==> config.mk <==
export PLATFORM = sky130hd
export DESIGN_NAME = mdl_xfer_seq
export DESIGN_NICKNAME = d
export VERILOG_FILES = /design/src/rtl/mdl_xfer_seq.sv
export SDC_FILE = /design/constraint.sdc
export NUM_CORES = 1
export LEC_CHECK = 0
export CAP_MARGIN = 20
export CORE_UTILIZATION = 45
export DETAILED_ROUTE_END_ITERATION = 6
export GPL_TIMING_DRIVEN = 0
export PLACE_DENSITY_LB_ADDON = 0.12
export SYNTH_ARGS = -nofsm -noshare
export SYNTH_HDL_FRONTEND = slang
export SYNTH_SLANG_ARGS = --single-unit
export TNS_END_PERCENT = 20
==> constraint.sdc <==
create_clock -name i_MCLK -period 1.9 [get_ports i_MCLK]
set_input_delay 0.38 -clock i_MCLK [delete_from_list [all_inputs] [get_ports i_MCLK]]
set_output_delay 0.38 -clock i_MCLK [all_outputs]
set_load 0.05 [all_outputs]
==> src/rtl/mdl_xfer_seq.sv <==
// mdl_xfer_seq -- transfer sequencer for one bubble page / bootloader read.
//
// Latches the transfer length when a START is accepted, then counts acquired
// bytes through the effective-data phase (EFF) and the supplementary-data
// phase (SUP). All non-reset updates happen only on 2 MHz enable ticks
// (i_CLK2M_PCEN_n low).
//
// Optional feature: define MDL_XFER_TIMEOUT_EN to build a byte watchdog that
// aborts a stalled transfer after TIMEOUT_TICKS ticks without a strobe.
//
// Ports:
//   i_MCLK          master clock
//   i_RST           synchronous active-high reset (honoured on every edge)
//   i_CLK2M_PCEN_n  active-low clock enable
//   i_START         transfer request (IDLE only)
//   i_ABORT         abort request
//   i_UMODE_n       1 = bootloader transfer, 0 = user page
//   i_4BEN_n        0 = 4-bit mode, 1 = 2-bit mode
//   i_TST           test mode, effective length forced to 1
//   i_BYTE_STB      one byte acquired this tick
//   o_BUSY          not IDLE
//   o_EFFBD         effective-data phase
//   o_SUPBD         supplementary-data phase
//   o_BYTE_CNT      bytes counted in the current phase
//   o_XFER_END      one-tick pulse on normal completion
//   o_ERR           sticky error (abort/timeout), cleared by next START
module mdl_xfer_seq #(
    parameter int BOOT_LEN    = 480,
    parameter int PAGE_LEN_2B = 64,
    parameter int PAGE_LEN_4B = 128,
    parameter int SUP_LEN     = 2
`ifdef MDL_XFER_TIMEOUT_EN
    ,
    parameter int TIMEOUT_TICKS = 1023
`endif
) (
    input  logic       i_MCLK,
    input  logic       i_RST,
    input  logic       i_CLK2M_PCEN_n,
    input  logic       i_START,
    input  logic       i_ABORT,
    input  logic       i_UMODE_n,
    input  logic       i_4BEN_n,
    input  logic       i_TST,
    input  logic       i_BYTE_STB,
    output logic       o_BUSY,
    output logic       o_EFFBD,
    output logic       o_SUPBD,
    output logic [9:0] o_BYTE_CNT,
    output logic       o_XFER_END,
    output logic       o_ERR
);

    typedef enum logic [2:0] {
        S_IDLE,
        S_ARM,
        S_EFF,
        S_SUP,
        S_DONE
    } state_t;

    state_t     state_q, state_d;
    logic [9:0] cnt_q, cnt_d;
    logic [9:0] len_q, len_d;
    logic       err_q, err_d;
    logic       tick;
    logic       in_phase;
    logic       abort_req;

    assign tick     = ~i_CLK2M_PCEN_n;
    assign in_phase = (state_q == S_EFF) || (state_q == S_SUP);

`ifdef MDL_XFER_TIMEOUT_EN
    logic [9:0] wd_q, wd_d;
    logic       wd_fire;

    // Watchdog counts strobe-less ticks inside EFF/SUP. It is held at zero
    // outside those phases, so it always starts from zero on EFF entry; the
    // strobe that moves EFF->SUP also clears it, covering SUP entry.
    always_comb begin
        wd_d    = wd_q;
        wd_fire = 1'b0;
        if (tick) begin
            if (!in_phase || i_BYTE_STB) begin
                wd_d = '0;
            end else if (wd_q == 10'(TIMEOUT_TICKS - 1)) begin
                wd_fire = 1'b1;
                wd_d    = '0;
            end else begin
                wd_d = wd_q + 10'd1;
            end
        end
    end

    always_ff @(posedge i_MCLK) begin
        if (i_RST) wd_q <= '0;
        else       wd_q <= wd_d;
    end

    assign abort_req = i_ABORT | wd_fire;
`else
    assign abort_req = i_ABORT;
`endif

    always_comb begin
        state_d = state_q;
        cnt_d   = cnt_q;
        len_d   = len_q;
        err_d   = err_q;
        if (tick) begin
            unique case (state_q)
                S_IDLE: begin
                    // Abort in IDLE only masks a simultaneous START.
                    if (i_START && !i_ABORT) begin
                        state_d = S_ARM;
                        cnt_d   = '0;
                        err_d   = 1'b0;
                        if (i_TST)          len_d = 10'd1;
                        else if (i_UMODE_n) len_d = 10'(BOOT_LEN);
                        else if (!i_4BEN_n) len_d = 10'(PAGE_LEN_4B);
                        else                len_d = 10'(PAGE_LEN_2B);
                    end
                end
                S_ARM: state_d = S_EFF;
                S_EFF: begin
                    if (i_BYTE_STB) begin
                        if (cnt_q == len_q - 10'd1) begin
                            state_d = S_SUP;
                            cnt_d   = '0;
                        end else begin
                            cnt_d = cnt_q + 10'd1;
                        end
                    end
                end
                S_SUP: begin
                    if (i_BYTE_STB) begin
                        if (cnt_q == 10'(SUP_LEN - 1)) begin
                            state_d = S_DONE;
                            cnt_d   = '0;
                        end else begin
                            cnt_d = cnt_q + 10'd1;
                        end
                    end
                end
                S_DONE: state_d = S_IDLE;
                default: state_d = S_IDLE;
            endcase
            if (abort_req && state_q != S_IDLE) begin
                state_d = S_IDLE;
                cnt_d   = '0;
                err_d   = 1'b1;
            end
        end
    end

    always_ff @(posedge i_MCLK) begin
        if (i_RST) begin
            state_q <= S_IDLE;
            cnt_q   <= '0;
            len_q   <= '0;
            err_q   <= 1'b0;
        end else begin
            state_q <= state_d;
            cnt_q   <= cnt_d;
            len_q   <= len_d;
            err_q   <= err_d;
        end
    end

    assign o_BUSY     = (state_q != S_IDLE);
    assign o_EFFBD    = (state_q == S_EFF);
    assign o_SUPBD    = (state_q == S_SUP);
    assign o_XFER_END = (state_q == S_DONE);
    assign o_BYTE_CNT = cnt_q;
    assign o_ERR      = err_q;

endmodule

# Word level (Yosys, flattened, before mapping)
# Cells that the tools add are included.
[word_totals]
output_inout_bits = 15
register_bits = 24
rom_bits = 0
ram_bits = 0
n_memories = 0
wordCells = 50
in_bits = 9
latchBits = 0
[op_classes]
reduce_logical = 12
n_bitwise = 1
add_sub_neg = 2
n_lt_le_gt_ge = 0
n_mul = 0
n_div = 0
n_shift = 0
n_eq_ne = 11
mux = 20
[ops]
columns = ["cell", "n"]
rows = [
  ["$mux W10", 6],
  ["$pmux W10 S3", 1],
  ["$mux W3", 6],
  ["$mux W9", 2],
  ["$pmux W3 S4", 1],
  ["$add A10 B1 Y10 const B", 1],
  ["$eq A10 B1 Y1 const B", 1],
  ["$eq A10 B10 Y1", 1],
  ["$sub A10 B1 Y10 const B", 1],
  ["$mux W8", 1],
  ["$eq A3 B2 Y1 const B", 2],
  ["$ne A3 B1 Y1 const B", 2],
  ["$ne A3 B2 Y1 const B", 2],
  ["$reduce_and A3 Y1", 2],
  ["$reduce_and A6 Y1", 1],
  ["$reduce_and A5 Y1", 1],
  ["$reduce_bool A2 Y1", 2],
  ["$reduce_bool A4 Y1", 1],
  ["$eq A3 B1 Y1 const B", 1],
  ["$eq A3 B3 Y1 const B", 1],
  ["$logic_not A3 Y1", 1],
  ["$mux W1", 3],
  ["$ne A3 B3 Y1 const B", 1],
  ["$reduce_bool A3 Y1", 1],
  ["3 further kinds", 4],
]

# Longest topological paths before layout
# Gate-level depths: netlist of run 1.
[depth]
ltp_word = 6
mapped_depth = 9

# Least setup slack after synthesis of run 1
# OpenSTA, ideal clock, no wires.
[synth_path]
path_type = "reg2reg"
from = "reg cnt_q[7] (netlist: o_BYTE_CNT[7])"
to = "reg state_q[2]"
setup_time_ns = 0.071
slack_ns = -0.247
arrival_time_ns = 2.076
stages_incl_launch_ff = 8
path_cell_list = "dfxtp_1 buf_6 xor2_1 or3_1 a22oi_2 a21oi_2 or4_1 a21oi_1"
[synth_via]
elab_chain_len = 3
word_cells_on_any_way = 5
classes_between = "eq/ne: 4; reduce/logical: 1"
[synth_rtl]
columns = ["item", "line", "source"]
rows = [
  ["from (decl)", "63", "logic [9:0] cnt_q, cnt_d;"],
  ["from (signal assigned)", "164", "cnt_q <= cnt_d;"],
  ["$eq A10 B1 Y1 or $eq A10 B10 Y1 (tied branches)", "137, 127", ""],
  ["$ne A3 B1 Y1 (no line)", "--", ""],
  ["$reduce_and A6 Y1 (no line) *", "--", ""],
  ["to (signal assigned)", "163", "state_q <= state_d;"],
  ["to (decl)", "62", "state_t state_q, state_d;"],
]
# Mark *: on every way between the ends. The rest lies on a longest branch, timed or not.
# A chain may end at the register's enable or synchronous reset.

# Worst setup path after layout of run 1
# Ends and elaborated chain as after synthesis.

==> impl_metrics.ini, run 1 <==
[sta]
tns_ns = -0.2503
slew_headroom = 0.6661
timing_worst_slew_pin_value_ns = 0.5000
final_hold_viol_count = 0
post-route-min-period_ns = 2.002
fin_skew_ns = 0.005587
final-max-slew-violation-count = 0
finalCritPeriodShare = 1.054
setup_violations = 11
layout_setup_ws_ns = -0.1019
fmax_mhz = 499.5
grt_setup_unrepaired = true

[logic_synthesis]
synth-warning-count = 0
synth-async-reset-ratio = 0
synthesis.nets = 167
post_synth_instance_area_mm2 = 0.001165
yosys_register_bits = 18
post_synth_num_cell_types = 35
synth_edf_count = 0
syn_area_per_cell_um2 = 7.515
synth_top_flop_cell = sky130_fd_sc_hd__dfxtp_1
synth-seq-area-share = 0.3093
synthesis.instances = 155

[drt]
initialDrtViolationCount = 37
wirelength_um = 2991
firstDrtPassIters = 4
avgRoutedWirePerCell_um = 13.78
antenna_violating_nets_post_route = 0
num_vias = 1261
drt_drc_violations_left = 0
routed_via_density = 5.811

[clock_network]
ctsHtreeMaxLevel = 1
numClockSinks = 18
cts_hold_repair.buffers = 0
clock-root-buffer = sky130_fd_sc_hd__clkbuf_4
cts.reportedPaths.clkPinSlew_ns = 0.11
numCtsBuffers = 3
cts_tree = built
longest_clk_path_bufs = 2
insertion_delay_to_the_later_sink_of_the_worst_skew_pair_ns = 0.29

[placed_design]
port_buffers = 23
placed_inst_area_mm2 = 0.001446
detailedPlace.worstSlack_ns = -0.4739
detailed_place_hpwl_um = 1975
placed_cells = 208
gp_congestion = 0.8328

[min_path]
min_delay_path_depth = 2
timing.hold.worst_endpoint = o_ERR
min-delay-path-class = reg -> reg
hold_path_startpoint = o_ERR

[setup_path]
slowest_delay_ns = 0.49
startpoint_type_of_the_worst_setup_path = flip-flop
worst_path_most_repeated_cell = sky130_fd_sc_hd__a21oi_2
critical_path_peak_fanout = 8
timing.rr.end = state_q[2]
critical_path_arrival_ns = 2.23
endpoint_kind = flip-flop
criticalPathCategory = reg -> reg
path_cells = buf_6, xor2_1, or3_1, a22oi_2, a21oi_2, or4_4, a21oi_2
setup.reg_to_reg.worst_slack_ns = -0.10
critical_path.slowest_cell = sky130_fd_sc_hd__or4_4
worstPathRequired_ns = 2.13
r2r.worst_path.cells = 7
worstReg2RegStart = o_BYTE_CNT[7]

[power_and_ir_drop]
cellPowerDensity_mw_per_mm2 = 475.1
clkPwrFrac = 0.264
power_switching_share = 0.3076
intPower_mw = 0.5314
share_seq_of_total_power = 0.523
p_switching_mw = 0.2361
comb_power_share = 0.213
peakVddDrop_uv = 456.6
design_power_total_mw = 0.7675
p_leak_nw = 0.6695

[global_route]
first_pass_grt_wire_length_um = 4443
antenna_found_initial = 0
global_route.overflow_total = 0
grt_max_degree = 11
grt_pass1_vias = 1026
grt_util_all_layers = 0.2135

[finish]
area_growth_pct = 38.67
area.sequential_um2 = 379.1
final_instance_area_mm2 = 0.001615
non_filler_instance_count_after_layout = 217
layout.nets = 200
multi_input_area_um2 = 820.8
n_antenna_cell = 0
drive_above_1_share = 0.2513
filler_cell_count = 215

[die]
floorplan.die.width_um = 52.88
rows = 18
floorplan.initialDensity = 0.4745
core_area_mm2 = 0.002455
total_die_area_mm2 = 0.002796
chipHeight_um = 52.88
ios = 24

[run_status]
outcome = finished with violations
failed_checks = setup timing

[job]
maxCapViolations = 0
## flip-flops by register name (all words and copies together) (netlist names)
name and cells:
o_BYTE_CNT 10, state_q 3, o_ERR 1, len_q 4
## how the worst max path moves through the flow
stage | cells past startpoint | slack, ns | start | endpoint
after CTS | 7 | -0.09 | state_q[2] | o_BYTE_CNT[7]
after detailed placement | 8 | -0.47 | i_ABORT | o_BYTE_CNT[9]
final | 7 | -0.10 | o_BYTE_CNT[7] | state_q[2]
after global placement | 8 | -0.43 | i_ABORT | o_BYTE_CNT[7]
after global routing | 8 | -0.17 | len_q[0] | state_q[2]
after floorplan | 7 | -0.0004 | o_BYTE_CNT[7] | state_q[2]
## per-stage QoR
step             util  hold WS [ns]
5_1_grt        0.6580        0.5500
3_5_place_dp   0.5892        0.4932
2_1_floorplan       -        0.5084
6_report       0.6580        0.5192
3_3_place_gp   0.5892        0.4853
4_1_cts        0.6269        0.5130
## kinds of logic (layout without fill, tap and decap cells)
| kind of cell | Yosys count | count (layout) | synth area share |
|---|---|---|---|
| simple gates | 72 | 72 | 0.3276 |
| compound gates | 39 | 39 | 0.2052 |
| flops | 18 | 18 | 0.3093 |
| buf+inv | 14 | 46 | 0.05371 |
| xor+xnor | 5 | 5 | 0.03760 |
| mux | 4 | 4 | 0.03437 |
| fa+ha+maj | 3 | 3 | 0.03223 |
## routing by layer
metal / vias up / track usage / wire (um)
met2: 35 / 0.3312 / 1429
met4: 0 / 0.06140 / 19
met1: 595 / 0.2897 / 1397
met3: 2 / 0.05172 / 145
met5: - / 0 / 0
li1: 629 / - / -
## worst max-delay path, delay by kind of cell (launching register included)
family	cells	cell delay [ns]
xor gates and xnor gates	1	0.13
DFF	1	0.36
AOI/OAI and AO/OA	3	0.51
buffers and inverters	1	0.13
and+or+nand+nor	2	0.81
## cells in the final DEF, fill, tap and decap left out, types with 7 or more instances in the layout
cell / Yosys / layout
sky130_fd_sc_hd__a21oi_1: 15 / 8
sky130_fd_sc_hd__a21oi_2: 1 / 8
sky130_fd_sc_hd__a31oi_1: 9 / 9
sky130_fd_sc_hd__clkdlybuf4s50_1: 0 / 8
sky130_fd_sc_hd__dfxtp_1: 18 / 7
sky130_fd_sc_hd__dfxtp_2: 0 / 9
sky130_fd_sc_hd__dlygate4sd2_1: 0 / 7
sky130_fd_sc_hd__nand3_1: 9 / 9
sky130_fd_sc_hd__nor2_1: 19 / 19
sky130_fd_sc_hd__nor3_1: 9 / 8
sky130_fd_sc_hd__or3_1: 9 / 9
## power groups by stage
stage	logic [mW]	registers, mW	clock network [mW]
floorplan	0.0826	0.423	0
global placement	0.149	0.410	0
detailed placement	0.152	0.411	0
CTS	0.156	0.400	0.208
global route	0.177	0.403	0.220
finish	0.163	0.402	0.203
## cell type report
| cell class | count | share of cell area |
|---|---|---|
| Inverter | 7 | 0.01627 |
| Tap cell | 30 | 0.02324 |
| Timing Repair Buffer | 28 | 0.1704 |
| Sequential cell | 18 | 0.2347 |
| Clock buffer | 4 | 0.01627 |
| Buffer | 7 | 0.03098 |
| Multi-Input combinational cell | 123 | 0.5081 |
## Yosys cell counts (all sizes together) (4+ instances only)
master	count	share of area
a21oi	16	0.072
dfxtp	18	0.31
nor3b	5	0.032
nand3	9	0.039
buf	5	0.025
o21ai	7	0.030
nand2	5	0.016
a31oi	9	0.048
nor3	9	0.039
mux2i	4	0.034
inv	7	0.023
nor2	19	0.061
or3	9	0.048
## timing repair
action                                  in CTS  in global routing
endpoints found under the setup margin      21                 19
buffers inserted                             5                  0
gates resized for setup                     25                 26
pin swaps                                    4                 10
(Power assumes the default switching activity.)
==> run 2: changes to the inputs <==
HOLD_SLACK_MARGIN = 0.1   (was default)
==> results of run 2 <==
Final layout, timing and power as in run 1 (identical DEF).
